[src/rtl/logic_unit_serial.sv]
// rtl/logic_unit_serial.sv - serial eight-function logic unit, LANE result bits per clock
// Optional accumulator operand selected by defining LOGIC_UNIT_ACC_EN.
module logic_unit_serial #(
  parameter int WIDTH = 8,
  parameter int LANE  = 2
) (
  input  logic             clk,
  input  logic             reset,
  input  logic             in_valid,
  output logic             in_ready,
  input  logic [WIDTH-1:0] x,
  input  logic [WIDTH-1:0] y,
  input  logic [2:0]       key,
  input  logic             use_acc,
  output logic             out_valid,
  input  logic             out_ready,
  output logic [WIDTH-1:0] r,
  output logic             zero,
  output logic             parity,
  output logic             busy
);

  localparam int STEPS = WIDTH / LANE;
  localparam int CW    = (STEPS > 1) ? $clog2(STEPS) : 1;
  localparam logic [CW-1:0] LAST = CW'(STEPS - 1);

  typedef enum logic [1:0] {S_IDLE, S_BUSY, S_DONE} state_t;

  state_t           r_state;
  logic [WIDTH-1:0] r_x;
  logic [WIDTH-1:0] r_y;
  logic [WIDTH-1:0] r_res;
  logic [2:0]       r_key;
  logic [CW-1:0]    r_cnt;
  logic             r_in_ready;
  logic             r_out_valid;
  logic             r_zero;
  logic             r_parity;
  logic             r_busy;

  logic [WIDTH-1:0] w_func;
  logic [WIDTH-1:0] w_next;
  logic [WIDTH-1:0] w_y_sel;

  always_comb begin
    w_func = '0;
    case (r_key)
      3'b000: w_func = r_x | r_y;
      3'b001: w_func = ~(r_x | r_y);
      3'b010: w_func = r_x ^ r_y;
      3'b011: w_func = ~(r_x ^ r_y);
      3'b100: w_func = r_x & r_y;
      3'b101: w_func = ~(r_x & r_y);
      3'b110: w_func = ~r_x;
      default: w_func = r_x;
    endcase
  end

  // Result with the current lane merged in; on the last step this is the complete word.
  always_comb begin
    w_next = r_res;
    w_next[int'(r_cnt)*LANE +: LANE] = w_func[int'(r_cnt)*LANE +: LANE];
  end

`ifdef LOGIC_UNIT_ACC_EN
  logic [WIDTH-1:0] r_acc;

  always_ff @(posedge clk) begin
    if (reset) begin
      r_acc <= '0;
    end else if (r_out_valid && out_ready) begin
      r_acc <= r_res;
    end
  end

  assign w_y_sel = use_acc ? r_acc : y;
`else
  logic w_unused_use_acc;
  assign w_unused_use_acc = use_acc;
  assign w_y_sel = y;
`endif

  always_ff @(posedge clk) begin
    if (reset) begin
      r_state     <= S_IDLE;
      r_x         <= '0;
      r_y         <= '0;
      r_key       <= '0;
      r_res       <= '0;
      r_cnt       <= '0;
      r_in_ready  <= 1'b1;
      r_out_valid <= 1'b0;
      r_zero      <= 1'b0;
      r_parity    <= 1'b0;
      r_busy      <= 1'b0;
    end else begin
      case (r_state)
        S_IDLE: begin
          if (in_valid && r_in_ready) begin
            r_x        <= x;
            r_y        <= w_y_sel;
            r_key      <= key;
            r_res      <= '0;
            r_cnt      <= '0;
            r_in_ready <= 1'b0;
            r_busy     <= 1'b1;
            r_state    <= S_BUSY;
          end
        end
        S_BUSY: begin
          r_res <= w_next;
          if (r_cnt == LAST) begin
            r_cnt       <= '0;
            r_busy      <= 1'b0;
            r_out_valid <= 1'b1;
            r_zero      <= (w_next == '0);
            r_parity    <= ^w_next;
            r_state     <= S_DONE;
          end else begin
            r_cnt <= r_cnt + 1'b1;
          end
        end
        S_DONE: begin
          if (out_ready) begin
            r_out_valid <= 1'b0;
            r_in_ready  <= 1'b1;
            r_state     <= S_IDLE;
          end
        end
        default: r_state <= S_IDLE;
      endcase
    end
  end

  assign in_ready  = r_in_ready;
  assign out_valid = r_out_valid;
  assign r         = r_res;
  assign zero      = r_zero;
  assign parity    = r_parity;
  assign busy      = r_busy;

endmodule

[config.mk]
export PLATFORM = sky130hd
export DESIGN_NAME = logic_unit_serial
export DESIGN_NICKNAME = d
export VERILOG_FILES = /design/src/rtl/logic_unit_serial.sv
export SDC_FILE = /design/constraint.sdc
export NUM_CORES = 1
export LEC_CHECK = 0
export ABC_AREA = 1
export BUFFER_PORTS_ARGS = -buffer_cell sky130_fd_sc_hd__buf_2
export CAP_MARGIN = 20
export CORE_AREA = 2 2 75 77
export CTS_CLUSTER_DIAMETER = 150
export CTS_CLUSTER_SIZE = 24
export DETAILED_ROUTE_END_ITERATION = 10
export DIE_AREA = 0 0 77 79
export GPL_TIMING_DRIVEN = 0
export PLACE_DENSITY = 0.75
export SLEW_MARGIN = 20
export SYNTH_ARGS = -nofsm -noshare
export SYNTH_HDL_FRONTEND = slang
export SYNTH_SLANG_ARGS = --single-unit
[constraint.sdc]
create_clock -name clk -period 2.7 [get_ports clk]
set_clock_uncertainty 0.05 [all_clocks]
set_input_delay 0.54 -clock clk [delete_from_list [all_inputs] [get_ports clk]]
set_output_delay 0.54 -clock clk [all_outputs]
set_load 0.1 [all_outputs]
==> results of run 1 <==
## kinds of logic (layout without fill, tap and decap cells)
family / Yosys count / after routing
xor+xnor: 3 / 3
flops: 36 / 36
fa+ha+maj: 25 / 25
buf+inv: 80 / 131
compound gates: 75 / 75
simple gates: 175 / 175
## registers in the layout, summed over array words and instances, names as in the netlist
| name | count |
|---|---|
| busy | 1 |
| in_ready | 1 |
| out_valid | 1 |
| parity | 1 |
| r | 8 |
| r_cnt | 2 |
| r_key | 3 |
| r_state | 2 |
| r_x | 8 |
| r_y | 8 |
| zero | 1 |
## worst max-delay path: cells and delay by family, from the launching register on
family                     cells  cell delay [ps]
AOI/OAI and AO/OA              2              180
xor gates and xnor gates       2              340
adders and majority gates      1              240
buffers and inverters          3              360
DFF                            1              320
and+or+nand+nor               10              920
## path summary, 6_finish.rpt
path                            endpoint     start  slack, ps
worst min-delay path                zero      zero        420
worst min register to register      zero      zero        420
worst max register to register    parity  r_key[1]        160
worst max-delay path              parity  r_key[1]        160
## synth_stat cells (all sizes together)
library cell / instances
nand3b: 4
clkbuf: 8
nand4: 29
nor3b: 1
nand2: 87
o21ai: 29
buf: 13
nand3: 23
ha: 25
dfxtp: 36
a41oi: 1
nor3: 2
xnor2: 3
clkinv: 2
inv: 57
a21oi: 43
a211oi: 2
nor2: 29
## layout make-up
type,instances,area (um^2),area share [%]
multi-input combinational,278,1690,52.6
clock inverter,1,7.51,0.234
buffer,21,141,4.41
tap,72,90.1,2.81
inverter,59,229,7.13
timing repair buffer,43,243,7.56
clock buffer,7,86.3,2.69
sequential,36,724,22.6
## per-layer routing
| metal | routed length [um] | share of wire [%] |
|---|---|---|
| met3 | 314 | 4.3 |
| met5 | 0 | 0 |
| met1 | 3210 | 44 |
| met4 | 129 | 1.8 |
| met2 | 3650 | 50 |
## power groups by stage
stage / Clock (mW) / Sequential [mW] / Combinational (mW)
after floorplan: 0 / 0.639 / 0.356
after global placement: 0 / 0.605 / 0.509
after detailed placement: 0 / 0.607 / 0.518
after CTS: 0.419 / 0.595 / 0.524
after global routing: 0.434 / 0.602 / 0.682
final: 0.411 / 0.598 / 0.621
## timing repair
item | 4_1_cts | 5_1_grt
endpoints found under the setup margin | 1 | 1
resized for setup | 6 | 42
gates cloned | 0 | 1
setup buffers | 1 | 6
pin swaps | 1 | 16
hold buffers | 0 | 0
==> results by group, run 1 <==
Power
  • Switching Share: 38.1%
  • Int Pwr: 1.01 mW
  • Seq pwr share: 36.7%
  • Share of power burned in the clock network: 25.2%
  • P_sw: 0.621 mW
  • Peak VDD IR: 351 uV
  • Total power: 1.63 mW
  • Leakage: 1.50 nW
  • Comb pwr share: 38.1%
  • Power Dens Cells: 508 nW/um^2

Layout
  • Diode count: 0
  • Final instance area: 3210 um^2
  • Most common cell after layout, fill and taps aside: nand2_1
  • Fin nets: 493
  • Most frequent cells in the layout: nand2_1 (80), inv_1 (54), a21oi_1 (43)
  • Layout cells sized above 1: 22.5%
  • Syn-to-layout area delta: 24.1%
  • Post-Layout Cell Count: 517
  • Final core utilization: 60.1%
  • Filler cells: 526

Critical path
  • Maximum fanout along the worst path: 8
  • Crit-path cells: buf_6, nor2_4, buf_6, nand3_1, o21ai_0, nor2_1, nand2_1, nand2_1, nand3_2, nand2_2, nor2_4, nand3_2, nand2_2, inv_1, ha_4, xnor2_2, xnor2_2, a21oi_1
  • Worst path arrival time: 2670 ps
  • Startpoint class of the critical path: flip-flop
  • Setup CP Type: flip-flop to flip-flop
  • Reg2Reg Depth: 18
  • CP Data Required Time: 2830 ps
  • Crit-path max cell delay: 320 ps
  • Slowest-stage cell, CP: dfxtp_2
  • Critical path endpoint category: flip-flop

STA
  • RSZ-0062 raised after global routing: false
  • Min Hold Slack: 416 ps
  • Final worst-path cycle share: 94.1%
  • Worst Tran Pin Value: 689 ps
  • Max Fclk: 394 MHz
  • Max_slew headroom: 53.9%
  • Endpoints failing hold: 0
  • Max-slew violations: 0
  • TNS Setup: 0 ps
  • Final min period: 2540 ps
  • Worst Setup Slack, final: 160 ps
  • Final Setup Violations: 0

Place
  • HPWL after detailed placement: 5.00 mm
  • Placed Instance Area: 2850 um^2
  • Placer congestion estimate: 0.901
  • PortBufs: 35
  • Pre-CTS setup slack: -136 ps
  • Placed insts: 501

Global routing
  • Number of global-route vias before repair: 2592
  • Initial antenna violation count: 0
  • Met3 track demand over resource: 3.52%
  • Met1 Usage GRT: 29.2%
  • GRT met2 Usage: 40.7%
  • Gr ovfl total: 0
  • First-pass GRT wire length: 11.6 mm
  • GRT Max-Usage Layer: met2
  • Pin count of the biggest net entering global routing: 12
  • GRT Util Overall: 23.6%

Clock tree
  • CTS tree: yes
  • Total CTS buffers: 5
  • Clk slew on worst S/H paths: 80 ps
  • Clock Path Buffers: 2
  • Clock latency on the worst-skew pair: 300 ps
  • H-Tree Depth: 2
  • Clock Sinks: 36
  • CTS root buf: clkbuf_8

Worst hold path
  • Worst hold stages: 2
  • Hold WC Path Type: flip-flop to flip-flop

Drt
  • Antenna viol nets, final: 0
  • Initial DRC count: 222
  • Total Wirelength: 7.30 mm
  • WL/cell: 14.1 um
  • Number of remaining DRC errors: 0
  • Vias post-DR: 2804
  • Avg Vias per Cell: 5.42
  • First-pass iteration count of the detailed router: 5

Floorplan
  • # rows: 27
  • Initial Utilization: 48.5%
  • Die height: 79 um
  • Core box area: 5340 um^2
  • Die X: 77 um
  • I/O pin count: 37
  • Total die area: 6080 um^2

Outcome
  • Status: completed

Yosys
  • Compound-Gate Fraction of Synth Area: 14.9%
  • Adder-Cell Fraction of Synth Area: 12.1%
  • Register area share after synthesis: 27.9%
  • Synth top area cells: dfxtp_1 (28%), nand2_1 (12%), ha_1 (12%), a21oi_1 (8.3%), inv_1 (8.0%)
  • Simple-gate share of the synthesized area: 31.2%
  • Synth Instances: 394
  • Post-synth top area cell: dfxtp_1
  • Xor and xnor fraction of the mapped netlist area: 1.02%
  • Syn nets: 443
  • Synth warn: 0
  • Mux cell area share after synthesis: 0%
  • Synth Cell Area: 2590 um^2
  • Netlist cell types: 26
  • Synth Register Bits: 36
  • Largest family of logic cells by synthesized area: simple AND/OR/NAND/NOR gates
  • Area share of the largest cell type after synthesis: 27.9%
  • Post-synthesis average cell area: 6.56 um^2

Run
  • Max-Cap Viols: 0
(Power assumes the default switching activity.)
==> inputs of run 2 (changes only) <==
CORE_AREA = 2 2 79 74   (was 2 2 75 77)
DIE_AREA = 0 0 81 76   (was 0 0 77 79)
==> results by group, run 2 (synthesis results as in run 1) <==
Global routing
  • Initial antenna violation count: 0
  • GRT met2 Usage: 39.0%
  • GRT Util Overall: 22.9%
  • Number of global-route vias before repair: 2573
  • Pin count of the biggest net entering global routing: 13
  • Gr ovfl total: 0
  • Met1 Usage GRT: 28.3%
  • GRT Max-Usage Layer: met2
  • Met3 track demand over resource: 4.50%
  • First-pass GRT wire length: 11.2 mm

Critical path
  • Critical R2R Launch: r_key[1]
  • Crit-path max cell delay: 320 ps
  • WP buf/inv: 3
  • Slowest-stage cell, CP: ha_1
  • Most used cell, CP: nand2_1
  • Worst path arrival time: 2700 ps
  • Startpoint class of the critical path: flip-flop
  • CP Data Required Time: 2830 ps
  • Reg2Reg Depth: 18
  • R2R Setup Slk: 130 ps
  • Critical path endpoint category: flip-flop
  • Cell family with most CP delay: simple AND/OR/NAND/NOR gates
  • Reg-to-reg critical path endpoint: parity
  • Setup CP Type: flip-flop to flip-flop
  • Maximum fanout along the worst path: 9
  • Crit-path cells: buf_4, nor2_4, buf_4, nand2_1, nor2_1, nor2_1, nand2_1, nand2_1, nand3_1, nand2_1, nor2_4, nand2_1, nand2_1, inv_1, ha_1, xnor2_2, xnor2_1, a21oi_1

Layout
  • Fin nets: 498
  • FF+latch area: 728 um^2
  • Filler cells: 538
  • Post-Layout Cell Count: 520
  • Syn-to-layout area delta: 21.5%
  • Diode count: 0
  • Most frequent cells in the layout: nand2_1 (86), inv_1 (52), a21oi_1 (43)
  • Most common cell after layout, fill and taps aside: nand2_1
  • Layout cells sized above 1: 20.2%
  • Area of the multi-input gates: 1580 um^2

Clock tree
  • Clock Path Buffers: 2
  • Clock Sinks: 36
  • CTS tree: yes
  • Clock latency on the worst-skew pair: 290 ps
  • Count of hold-fix buffers inserted at cts: 0
  • Clk slew on worst S/H paths: 80 ps
  • Total CTS buffers: 5
  • CTS root buf: clkbuf_8
  • H-Tree Depth: 2

STA
  • Max-slew violations: 0
  • Worst Tran Pin Value: 705 ps
  • Final Setup Violations: 0
  • Worst Setup Slack, final: 128 ps
  • Final worst-path cycle share: 95.2%
  • Max Fclk: 389 MHz
  • Max_slew headroom: 52.9%
  • Endpoints failing hold: 0
  • Final min period: 2570 ps

Place
  • Placed insts: 499
  • HPWL after detailed placement: 4.97 mm
  • PortBufs: 35
  • Pre-CTS setup slack: -179 ps
  • Placer congestion estimate: 0.862

Worst hold path
  • Start point of the worst hold path: r[1]
  • Worst hold stages: 2
  • Endpoint, Worst Hold: r[1]
  • Hold WC Path Type: flip-flop to flip-flop

Floorplan
  • Core box area: 5400 um^2
  • Die height: 76 um
  • Die X: 81 um
  • I/O pin count: 37
  • Initial Utilization: 47.9%
  • # rows: 26
  • Total die area: 6160 um^2

Power
  • Comb pwr share: 35.5%
  • Total power: 1.66 mW
  • Int Pwr: 1.06 mW
  • Seq pwr share: 35.9%
  • Power Dens Cells: 530 nW/um^2
  • P_sw: 0.607 mW
  • Switching Share: 36.5%
  • Leakage: 1.51 nW
  • Share of power burned in the clock network: 28.6%
  • Peak VDD IR: 367 uV

Drt
  • Number of remaining DRC errors: 0
  • WL/cell: 13.2 um
  • Total Wirelength: 6.88 mm
  • Avg Vias per Cell: 5.37
  • First-pass iteration count of the detailed router: 5
  • Antenna viol nets, final: 0
  • Vias post-DR: 2793
  • Initial DRC count: 206

Run
  • Max-Cap Viols: 0

Outcome
  • Status: completed
==> run 2: cell count changes in the layout (fill, tap and decap cells not counted), moves of 2 or more <==
cell,change
inv_2,+2
xnor2_2,-2
ha_1,+3
xnor2_1,+2
nand2_2,-6
ha_4,-4
buf_4,+9
inv_1,-2
nand2_1,+6
buf_6,-4
nand3_2,-8
nand3_1,+8
==> run 2: timing repair <==
item / in CTS / in global routing
setup buffers: 0 / 13
pin swaps: 0 / 4
setup endpoints to repair: 1 / 1
gates resized for setup: 3 / 30
==> run 2: routing by layer <==
| layer | up-vias | share of wire [%] |
|---|---|---|
| li1 | 1405 | - |
| met1 | 1271 | 42 |
| met2 | 96 | 50 |
| met3 | 21 | 5.6 |
| met4 | 0 | 2.5 |
| met5 | - | 0 |
==> run 2: through the flow <==
step / util (%) / cell area [um^2] / hold slack (ps) / setup TNS (ps)
after floorplan: - / 2590 / 401 / 0
after global placement: 52.8 / 2850 / 394 / -143
after detailed placement: 52.8 / 2850 / 417 / -179
after CTS: 55.0 / 2970 / 431 / 0
after global routing: 58.2 / 3140 / 458 / -53.7
final: 58.2 / 3140 / 429 / 0
==> run 2: worst min-delay path: stages, from the launching register on <==
cell and delay (ps):
dfxtp_1 320, nand2_1 60, a21oi_1 50
==> run 2: area by class of cell <==
class | count | share of cell area [%]
Sequential cell | 36 | 23.2
Tap cell | 70 | 2.79
Multi-Input combinational cell | 278 | 50.1
Inverter | 59 | 7.36
Clock inverter | 3 | 1.35
Clock buffer | 5 | 2.19
Timing Repair Buffer | 48 | 8.68
Buffer | 21 | 4.34
==> run 2: how the worst max path moves through the flow <==
| stage | startpoint | slack, ps | endpoint | cells after the start |
|---|---|---|---|---|
| detailed placement | r_cnt[0] | -180 | parity | 11 |
| global placement | r_cnt[0] | -140 | parity | 11 |
| CTS | r_key[0] | 30 | parity | 18 |
| global route | r_key[1] | -50 | parity | 17 |
| finish | r_key[1] | 130 | parity | 18 |
| floorplan | r_cnt[0] | 260 | parity | 11 |
==> run 2: power groups by stage <==
stage	clock network, mW	registers, mW	logic, mW
2_1_floorplan	0	0.639	0.356
6_report	0.476	0.598	0.591
4_1_cts	0.483	0.595	0.526
3_3_place_gp	0	0.605	0.508
5_1_grt	0.508	0.602	0.658
3_5_place_dp	0	0.607	0.519
